[src/rtl/led_pattern_gen.sv]
// LED pattern engine: a programmable prescaler steps one of several patterns
// (rotate, bounce, count, blink, fill) and drives an active-low LED bank.
module led_pattern_gen #(
  parameter int WIDTH          = 32,
  parameter int CNT_W          = 32,
  parameter int DEFAULT_PERIOD = 25_000_000
) (
  input  logic             clk_in,
  input  logic             sys_rst,
  input  logic             cfg_we,
  input  logic [2:0]       cfg_mode,
  input  logic [CNT_W-1:0] cfg_period,
  input  logic             pause,
  input  logic             step,
  output logic             tick,
  output logic [WIDTH-1:0] led_light
);

  typedef enum logic [2:0] {
    MODE_ROT_L  = 3'd0,
    MODE_ROT_R  = 3'd1,
    MODE_BOUNCE = 3'd2,
    MODE_COUNT  = 3'd3,
    MODE_BLINK  = 3'd4,
    MODE_FILL   = 3'd5,
    MODE_RSVD6  = 3'd6,
    MODE_RSVD7  = 3'd7
  } mode_e;

  mode_e            mode_q, mode_d;
  logic [CNT_W-1:0] period_q, period_d;
  logic [CNT_W-1:0] cnt_q, cnt_d;
  logic [WIDTH-1:0] pat_q, pat_d;
  logic             dir_q, dir_d;
  logic             tick_q, tick_d;

  logic [CNT_W-1:0] eff_period;
  logic             wrap;
  logic             adv;

  function automatic logic [WIDTH-1:0] seed_of(input mode_e m);
    logic [WIDTH-1:0] s;
    s = '0;
    case (m)
      MODE_ROT_L, MODE_BOUNCE: s = WIDTH'(1);
      MODE_ROT_R:              s = {1'b1, {(WIDTH-1){1'b0}}};
      default:                 s = '0;
    endcase
    return s;
  endfunction

  always_comb begin
    // A programmed period of zero runs as if it were one.
    eff_period = (period_q == '0) ? CNT_W'(1) : period_q;
    wrap       = (cnt_q == eff_period - CNT_W'(1));
    adv        = (~pause & wrap) | (pause & step);

    mode_d   = mode_q;
    period_d = period_q;
    cnt_d    = cnt_q;
    pat_d    = pat_q;
    dir_d    = dir_q;
    tick_d   = 1'b0;

    if (cfg_we) begin
      mode_d   = mode_e'(cfg_mode);
      period_d = cfg_period;
      cnt_d    = '0;
      pat_d    = seed_of(mode_e'(cfg_mode));
      dir_d    = 1'b0;
    end else begin
      if (!pause) begin
        cnt_d = wrap ? '0 : cnt_q + CNT_W'(1);
      end
      tick_d = adv;
      if (adv) begin
        case (mode_q)
          MODE_ROT_L: pat_d = {pat_q[WIDTH-2:0], pat_q[WIDTH-1]};
          MODE_ROT_R: pat_d = {pat_q[0], pat_q[WIDTH-1:1]};
          MODE_BOUNCE: begin
            // Direction turns on the same edge the lit bit reaches an end.
            if (!dir_q) begin
              pat_d = pat_q << 1;
              dir_d = pat_d[WIDTH-1];
            end else begin
              pat_d = pat_q >> 1;
              dir_d = ~pat_d[0];
            end
          end
          MODE_COUNT: pat_d = pat_q + WIDTH'(1);
          MODE_BLINK: pat_d = ~pat_q;
          MODE_FILL:  pat_d = (&pat_q) ? '0 : {pat_q[WIDTH-2:0], 1'b1};
          default:    pat_d = pat_q;
        endcase
      end
    end
  end

  always_ff @(posedge clk_in) begin
    if (sys_rst) begin
      mode_q   <= MODE_ROT_L;
      period_q <= CNT_W'(DEFAULT_PERIOD);
      cnt_q    <= '0;
      pat_q    <= WIDTH'(1);
      dir_q    <= 1'b0;
      tick_q   <= 1'b0;
    end else begin
      mode_q   <= mode_d;
      period_q <= period_d;
      cnt_q    <= cnt_d;
      pat_q    <= pat_d;
      dir_q    <= dir_d;
      tick_q   <= tick_d;
    end
  end

  assign tick      = tick_q;
  assign led_light = ~pat_q;

endmodule

[config.mk]
export PLATFORM = sky130hd
export DESIGN_NAME = led_pattern_gen
export DESIGN_NICKNAME = d
export VERILOG_FILES = /design/src/rtl/led_pattern_gen.sv
export SDC_FILE = /design/constraint.sdc
export NUM_CORES = 1
export LEC_CHECK = 0
export CAP_MARGIN = 25
export CORE_MARGIN = 1
export CORE_UTILIZATION = 52
export DETAILED_ROUTE_END_ITERATION = 7
export PLACE_DENSITY = 0.77
export SYNTH_ARGS = -nofsm -noshare
export SYNTH_HDL_FRONTEND = slang
export SYNTH_SLANG_ARGS = --single-unit
export TNS_END_PERCENT = 1
[constraint.sdc]
create_clock -name clk_in -period 4.42 [get_ports clk_in]
set_input_delay 1.105 -clock clk_in [delete_from_list [all_inputs] [get_ports clk_in]]
set_output_delay 1.105 -clock clk_in [all_outputs]
set_load 0.005 [all_outputs]
==> impl_metrics.csv, run 1 <==
group,metric,value,unit
status,status,"complete, no violations",
place,port_buffers,72,
yosys,async_flop_share,0,%
yosys,yosys.area_share.simple,25.8,%
clock_network,cts_buffers,9,
place,dp.cells,1099,
worst_setup_path,startpoint,"period_q[20]$_SDFFE_PP1P_",
drt,viasPerCell,6.19,
power,swShare,27.9,%
yosys,synth_top_family_by_area,"simple AND/OR/NAND/NOR gates",
finish,syn_to_final_growth,18.7,%
worst_setup_path,end_kind,"flip-flop",
timing,worstMarginPinSlew,0.932,ns
power,total_power,2.26,mW
global_routing,grt_pass1_vias,6241,
worst_setup_path,crit_chain,"nor4_1 > and3_1 > a41oi_2 > ha_1 > or4b_4 > or2_2 > or4_1 > o21ai_2 > nand4_1 > nor4_4 > a31oi_4 > buf_12 > a2111oi_4 > a211oi_1",
global_routing,grt_busiest_layer,"met2",
timing,hold_slack,0.529,ns
power,power.density,272,nW/um2
finish,finalNonFillerCells,1116,
clock_network,tritoncts,"yes",
finish,drive_gt1_share,10.6,%
yosys,synth_edf_count,0,
hold_path,hold_class,"flip-flop to flip-flop",
drt,via_count,6909,
yosys,seq_area_frac_synth,28.9,%
place,gp_congestion,0.950,
clock_network,post_cts_hold_buffer_count,0,
worst_setup_path,critPathKind,"flip-flop to flip-flop",
yosys,synthCells,883,
worst_setup_path,path_buf_inv,1,
finish,mostFrequentLayoutCell,"nor2_1",
clock_network,htree_levels,3,
yosys,synthXorXnorAreaFrac,11.3,%
yosys,synthAdderAreaFrac,0.537,%
worst_setup_path,crit_path_end,"pat_q[3]$_SDFFE_PP0P_",
worst_setup_path,r2r-end,"pat_q[3]$_SDFFE_PP0P_",
global_routing,gr-usage-all-layers,28.3,%
worst_setup_path,cpMaxStageDelayCell,"or4b_4",
clock_network,root_buffer,"clkbuf_16",
die,std_cell_rows,42,
yosys,synth_cell_types,74,
die,dieArea,13900,um2
die,start_util,53.0,%
timing,finalSetupViolations,0,
worst_setup_path,slowest_delay,0.53,ns
place,place_hpwl,13.7,mm
timing,post-route-min-period,4.19,ns
global_routing,globalRouteMet2Util,44.8,%
power,power.net_switching,0.630,mW
yosys,synth_flop_cell,"dfxtp_1",
drt,wl_per_cell,17.3,um
die,core_area,13200,um2
worst_setup_path,critical_path_depth,14,
power,intPower,1.63,mW
clock_network,clk_latency,0.36,ns
die,io_pins,73,
finish,filler_cell_count,1192,
timing,slew-limit-headroom,37.7,%
yosys,syn_nets,926,
drt,drc,0,
power,leakagePower,2.90,nW
finish,diodes,0,
global_routing,antenna_found_initial,0,
drt,routed_wl,19.4,mm
worst_setup_path,r2r_start,"period_q[20]$_SDFFE_PP1P_",
timing,fin_crit_sh,94.8,%
worst_setup_path,regToRegSetupSlack,0.23,ns
worst_setup_path,arrival,4.40,ns
die,die_w,118,um
yosys,synthMuxAreaShare,4.97,%
global_routing,use_met1,38.4,%
timing,fin_skew,0.00412,ns
worst_setup_path,path_delay_family,"simple AND/OR/NAND/NOR gates",
yosys,yosys_warnings,0,
global_routing,grt_use_met3,5.62,%
power,pwr-share-clk,37.9,%
power,power.share.combinational,18.6,%
worst_setup_path,critPathMaxFanout,42,
timing,tns,0,ns
timing,hold_violations,0,
die,die_h,118,um
global_routing,grt_pass1_wl,31.9,mm
timing,max_freq,239,MHz
finish,seqCellArea,2020,um2
yosys,synth_area,7000,um2
worst_setup_path,start_kind,"flip-flop",
timing,worst_slack,0.230,ns
yosys,synth_compound_area_share,22.0,%
clock_network,clock_sinks,101,
yosys,syn_avg_cell_area,7.92,um2
place,dpl_worst_slack,0.0942,ns
drt,antenna_left,0,
global_routing,gr-total-overflow,0,
timing,maxSlewViolCount,0,
run,cap_viol_max_count,0,
global_routing,grt_max_degree,43,
drt,dr.pass1.iters,5,
timing,rsz0062_at_grt,"no",
worst_setup_path,worstPathRequired,4.63,ns
drt,drt_iter0_markers,840,
worst_setup_path,ff2ff_path_depth,14,
finish,nets,978,
clock_network,clock_path_buffers,2,
finish,multi_input_area,4550,um2
finish,mostFrequentLayoutCells,"116 x nor2_1, 101 x dfxtp_1, 71 x clkdlybuf4s50_1",
power,pwr-share-seq,43.4,%
power,peakVddDrop,0.267,mV
yosys,ys_seq_elements,101,
clock_network,cts.clk_slew.worst_paths,0.07,ns
==> per-layer routing <==
layer | share of wire, % | vias to the layer above
li1 | - | 3325
met1 | 45 | 3272
met2 | 47 | 274
met3 | 6.1 | 38
met4 | 2.3 | 0
met5 | 0 | -
==> Yosys cell counts (all sizes together) (11+ instances only) <==
library cell,number,area [um2]
nor2,116,435
dfxtp,101,2020
clkbuf,61,229
xnor2,52,455
a211oi,49,393
nand2,43,161
inv,38,143
xor2,38,333
o21ai,32,160
mux2i,31,310
nand3,30,150
nor3,25,125
a21oi,24,120
nand4,20,131
a221oi,17,149
nor2b,17,106
nor4,17,143
or3,15,93.8
buf,13,90.1
a211o,12,105
or4,12,97.6
or2,11,68.8
==> timing repair <==
item,in CTS,in global routing
resized for setup,0,5
endpoints found under the setup margin,0,30
setup buffers,0,1
==> sequential cells by signal, summed over array words and instances, names as in the netlist <==
name	count
dir_q	1
mode_q	3
pat_q	32
period_q	32
cnt_q	32
tick	1
==> worst reg2reg max path, cell delays in order, from the launching register on <==
cell	delay, ns
dfxtp_1	0.40
nor4_1	0.10
and3_1	0.21
a41oi_2	0.21
ha_1	0.22
or4b_4	0.53
or2_2	0.33
or4_1	0.50
o21ai_2	0.18
nand4_1	0.17
nor4_4	0.39
a31oi_4	0.17
buf_12	0.21
a2111oi_4	0.37
a211oi_1	0.08
==> per-stage QoR <==
step                      instance area [um2]  utilization (%)
after global placement                   7950             60.3
final                                    8310             63.0
after CTS                                8280             62.8
after global routing                     8310             63.0
after floorplan                          7000                -
after detailed placement                 7960             60.4
==> logic make-up after synthesis <==
kind of cell	count (synthesis)
AND/OR/NAND/NOR	344
AO/OA/AOI/OAI	199
buffers and inverters	112
flip-flops	101
XOR/XNOR	90
multiplexers	34
adder cells (fa/ha/maj)	3
==> worst min-delay path by stage <==
stage                                       end  slack [ns]  cells past startpoint                  start
after CTS                 cnt_q[1]$_SDFFE_PP0N_        0.53                      2  cnt_q[1]$_SDFFE_PP0N_
after detailed placement  cnt_q[1]$_SDFFE_PP0N_        0.51                      2  cnt_q[1]$_SDFFE_PP0N_
after global placement    cnt_q[1]$_SDFFE_PP0N_        0.51                      2  cnt_q[1]$_SDFFE_PP0N_
final                     cnt_q[1]$_SDFFE_PP0N_        0.53                      2  cnt_q[1]$_SDFFE_PP0N_
after floorplan           cnt_q[1]$_SDFFE_PP0N_        0.48                      2  cnt_q[1]$_SDFFE_PP0N_
after global routing      cnt_q[1]$_SDFFE_PP0N_        0.56                      2  cnt_q[1]$_SDFFE_PP0N_
==> final cells by class <==
cell class	count	area share [%]
clock buffer	9	2.71
sequential	101	24.3
tap	176	2.65
timing repair buffer	115	12.7
clock inverter	7	1.08
multi-input combinational	670	54.8
inverter	38	1.72
==> power by group through the flow <==
| stage | clock (mW) | combinational [mW] | sequential, mW |
|---|---|---|---|
| 2_1_floorplan | 0 | 0.278 | 0.988 |
| 3_3_place_gp | 0 | 0.406 | 0.999 |
| 3_5_place_dp | 0 | 0.410 | 1.00 |
| 4_1_cts | 0.868 | 0.414 | 0.979 |
| 5_1_grt | 0.908 | 0.460 | 0.985 |
| 6_report | 0.857 | 0.421 | 0.981 |
(Power assumes the default switching activity.)
==> run 2: changes to the inputs <==
CTS_CLUSTER_DIAMETER = 30   (was default)
==> results of run 2 <==
Same layout as run 1: the final DEF is identical, and so are final timing and power.
==> run 3: changes to the inputs <==
CELL_PAD_IN_SITES_DETAIL_PLACEMENT = 1   (was default)
CELL_PAD_IN_SITES_GLOBAL_PLACEMENT = 2   (was default)
CORE_UTILIZATION = 31   (was 52)
PLACE_DENSITY = default   (was 0.77)
PLACE_DENSITY_LB_ADDON = 0.1   (was default)
==> run 3 against run 2 <==
The flow now finishes with violations (design-rule violations). Core utilization decreased by 24 points. Worst hold slack got worse by 0.00064 ns. Global-route usage decreased by 6.8 points. Wire length increased by 29%. Flip-flop and latch count unchanged. Fmax increased by 0.49%. Total power decreased by 0.84%. Final cell count increased by 10%. Largest power group unchanged.
==> impl_metrics.csv, run 3 (synthesized netlist as in run 1, its figures left out) <==
group,metric,value,unit
global_routing,grt_pass1_wl,39.8,mm
drt,wl_per_cell,20.2,um
die,core_area,22000,um2
die,std_cell_rows,54,
worst_setup_path,critPathMaxFanout,7,
status,status,"finished, violations left",
die,dieArea,23200,um2
power,pwr-share-clk,35.9,%
worst_setup_path,slowest_delay,0.47,ns
timing,fin_crit_sh,94.3,%
place,port_buffers,72,
die,die_w,152,um
power,leakagePower,2.96,nW
worst_setup_path,critPathKind,"flip-flop to flip-flop",
drt,routed_wl,24.9,mm
clock_network,clock_sinks,101,
power,power.share.combinational,20.4,%
timing,hold_violations,0,
finish,top_regs,"cnt_q x32, pat_q x32, period_q x32",
worst_setup_path,arrival,4.38,ns
finish,mostFrequentLayoutCell,"nor2_1",
finish,mostFrequentLayoutCells,"116 x nor2_1, 99 x dfxtp_1, 71 x clkdlybuf4s50_1",
timing,rsz0062_at_grt,"no",
place,place_hpwl,18.4,mm
clock_network,htree_levels,3,
place,gp_congestion,0.852,
status,violations,"design-rule violations",
die,die_h,152,um
worst_setup_path,path_delay_family,"simple AND/OR/NAND/NOR gates",
timing,hold_slack,0.528,ns
power,pwr-share-seq,43.7,%
clock_network,tritoncts,"yes",
drt,wl_met1,11.0,mm
worst_setup_path,path_buf_inv,1,
timing,maxSlewViolCount,0,
drt,wl_met3,631,um
drt,viasPerCell,5.70,
drt,wl_met2,12.7,mm
timing,worstMarginPinSlew,1.07,ns
worst_setup_path,start_kind,"flip-flop",
timing,post-route-min-period,4.17,ns
finish,nets,990,
power,intPower,1.54,mW
drt,dr.pass1.iters,8,
die,io_pins,73,
timing,tns,0,ns
clock_network,post_cts_hold_buffer_count,0,
global_routing,gr-total-overflow,0,
die,start_util,31.9,%
global_routing,gr-usage-all-layers,21.5,%
power,peakVddDrop,0.136,mV
hold_path,hold_class,"flip-flop to flip-flop",
timing,fin_skew,0.0103,ns
drt,via_count,7027,
drt,antenna_left,0,
timing,slew-limit-headroom,28.7,%
worst_setup_path,end_kind,"flip-flop",
global_routing,grt_pass1_vias,7336,
power,power.net_switching,0.702,mW
timing,finalSetupViolations,0,
power,swShare,31.3,%
global_routing,grt_max_degree,45,
drt,drt_iter0_markers,274,
worst_setup_path,worstPathRequired,4.63,ns
power,power.density,263,nW/um2
timing,max_freq,240,MHz
finish,syn_to_final_growth,21.9,%
clock_network,cts.clk_slew.worst_paths,0.08,ns
clock_network,root_buffer,"clkbuf_16",
worst_setup_path,path_common_cell,"nor3_1",
drt,drc,2,
finish,diodes,0,
worst_setup_path,cpMaxStageDelayCell,"or3b_2",
clock_network,clock_path_buffers,2,
finish,drive_gt1_share,12.1,%
run,cap_viol_max_count,0,
worst_setup_path,crit_chain,"or3_1 > nor3_1 > a41oi_2 > ha_2 > or4b_4 > nor3_1 > or3b_2 > a32oi_1 > nand4_1 > nor4_4 > a31oi_4 > buf_4 > a2111oi_4 > a211oi_1",
clock_network,cts_buffers,9,
drt,maxUsedRoutingLayer,"met4",
clock_network,clk_latency,0.37,ns
global_routing,antenna_found_initial,0,
run 3: changes by cell type in the layout (fill, tap and decap cells not counted), sizes merged:
cell	before	now
a31oi	4	5
buf	44	55
bufinv	2	0
clkinvlp	2	1
inv	38	41
run 3: layout make-up:
| cell class | count | area (um2) |
|---|---|---|
| clock buffers | 9 | 225 |
| clock inverters | 7 | 57.6 |
| fillers | 2627 | 13400 |
| inverters | 38 | 143 |
| multi-input cells | 671 | 4560 |
| flip-flops and latches | 101 | 2020 |
| well taps | 280 | 350 |
| repair buffers | 126 | 1170 |
run 3: metrics by stage:
stage                     instance area [um2]  power (mW)  setup slack (ns)  instances  utilization, %
after floorplan                          7000        1.27             0.244        883               -
after global placement                   8140        1.43             0.135       1209            37.1
after detailed placement                 8170        1.45          0.000364       1210            37.2
after CTS                                8470        2.27            0.0121       1228            38.6
after global routing                     8530        2.35            0.0275       1232            38.8
final                                    8530        2.24             0.251       1232            38.8
run 3: worst register-to-register path, cell delays in order (launching register included):
cell and delay (ns):
dfxtp_1 0.31, or3_1 0.44, nor3_1 0.46, a41oi_2 0.22
ha_2 0.25, or4b_4 0.25, nor3_1 0.06, or3b_2 0.47
a32oi_1 0.17, nand4_1 0.19, nor4_4 0.40, a31oi_4 0.21
buf_4 0.19, a2111oi_4 0.31, a211oi_1 0.09
run 3: path summary, 6_finish.rpt:
check / from / to / slack [ns] / cells past startpoint
worst max-delay path: period_q[28]$_SDFFE_PP0P_ / pat_q[3]$_SDFFE_PP0P_ / 0.25 / 14
worst min register to register: cnt_q[1]$_SDFFE_PP0N_ / cnt_q[1]$_SDFFE_PP0N_ / 0.53 / 2
worst max register to register: period_q[28]$_SDFFE_PP0P_ / pat_q[3]$_SDFFE_PP0P_ / 0.25 / 14
worst min-delay path: cnt_q[1]$_SDFFE_PP0N_ / cnt_q[1]$_SDFFE_PP0N_ / 0.53 / 2
run 3: what timing repair did:
action,in CTS,in global routing
cloned,0,1
resized for setup,0,8
buffers inserted,2,3
pin swaps,1,2
setup endpoints to repair,6,54
run 3: routing by layer:
layer / track usage (%) / vias to the layer above
met3: 2.39 / 46
met1: 25.5 / 3487
met5: 0 / -
met4: 8.45 / 0
met2: 39.3 / 154
li1: - / 3340
run 3: power by group through the flow:
stage                     Combinational [mW]  Sequential [mW]  Clock [mW]
after floorplan                        0.278            0.988           0
after global placement                 0.436            0.998           0
after detailed placement               0.452            0.999           0
after CTS                              0.455            0.978       0.836
after global routing                   0.500            0.984       0.863
final                                  0.457            0.979       0.805
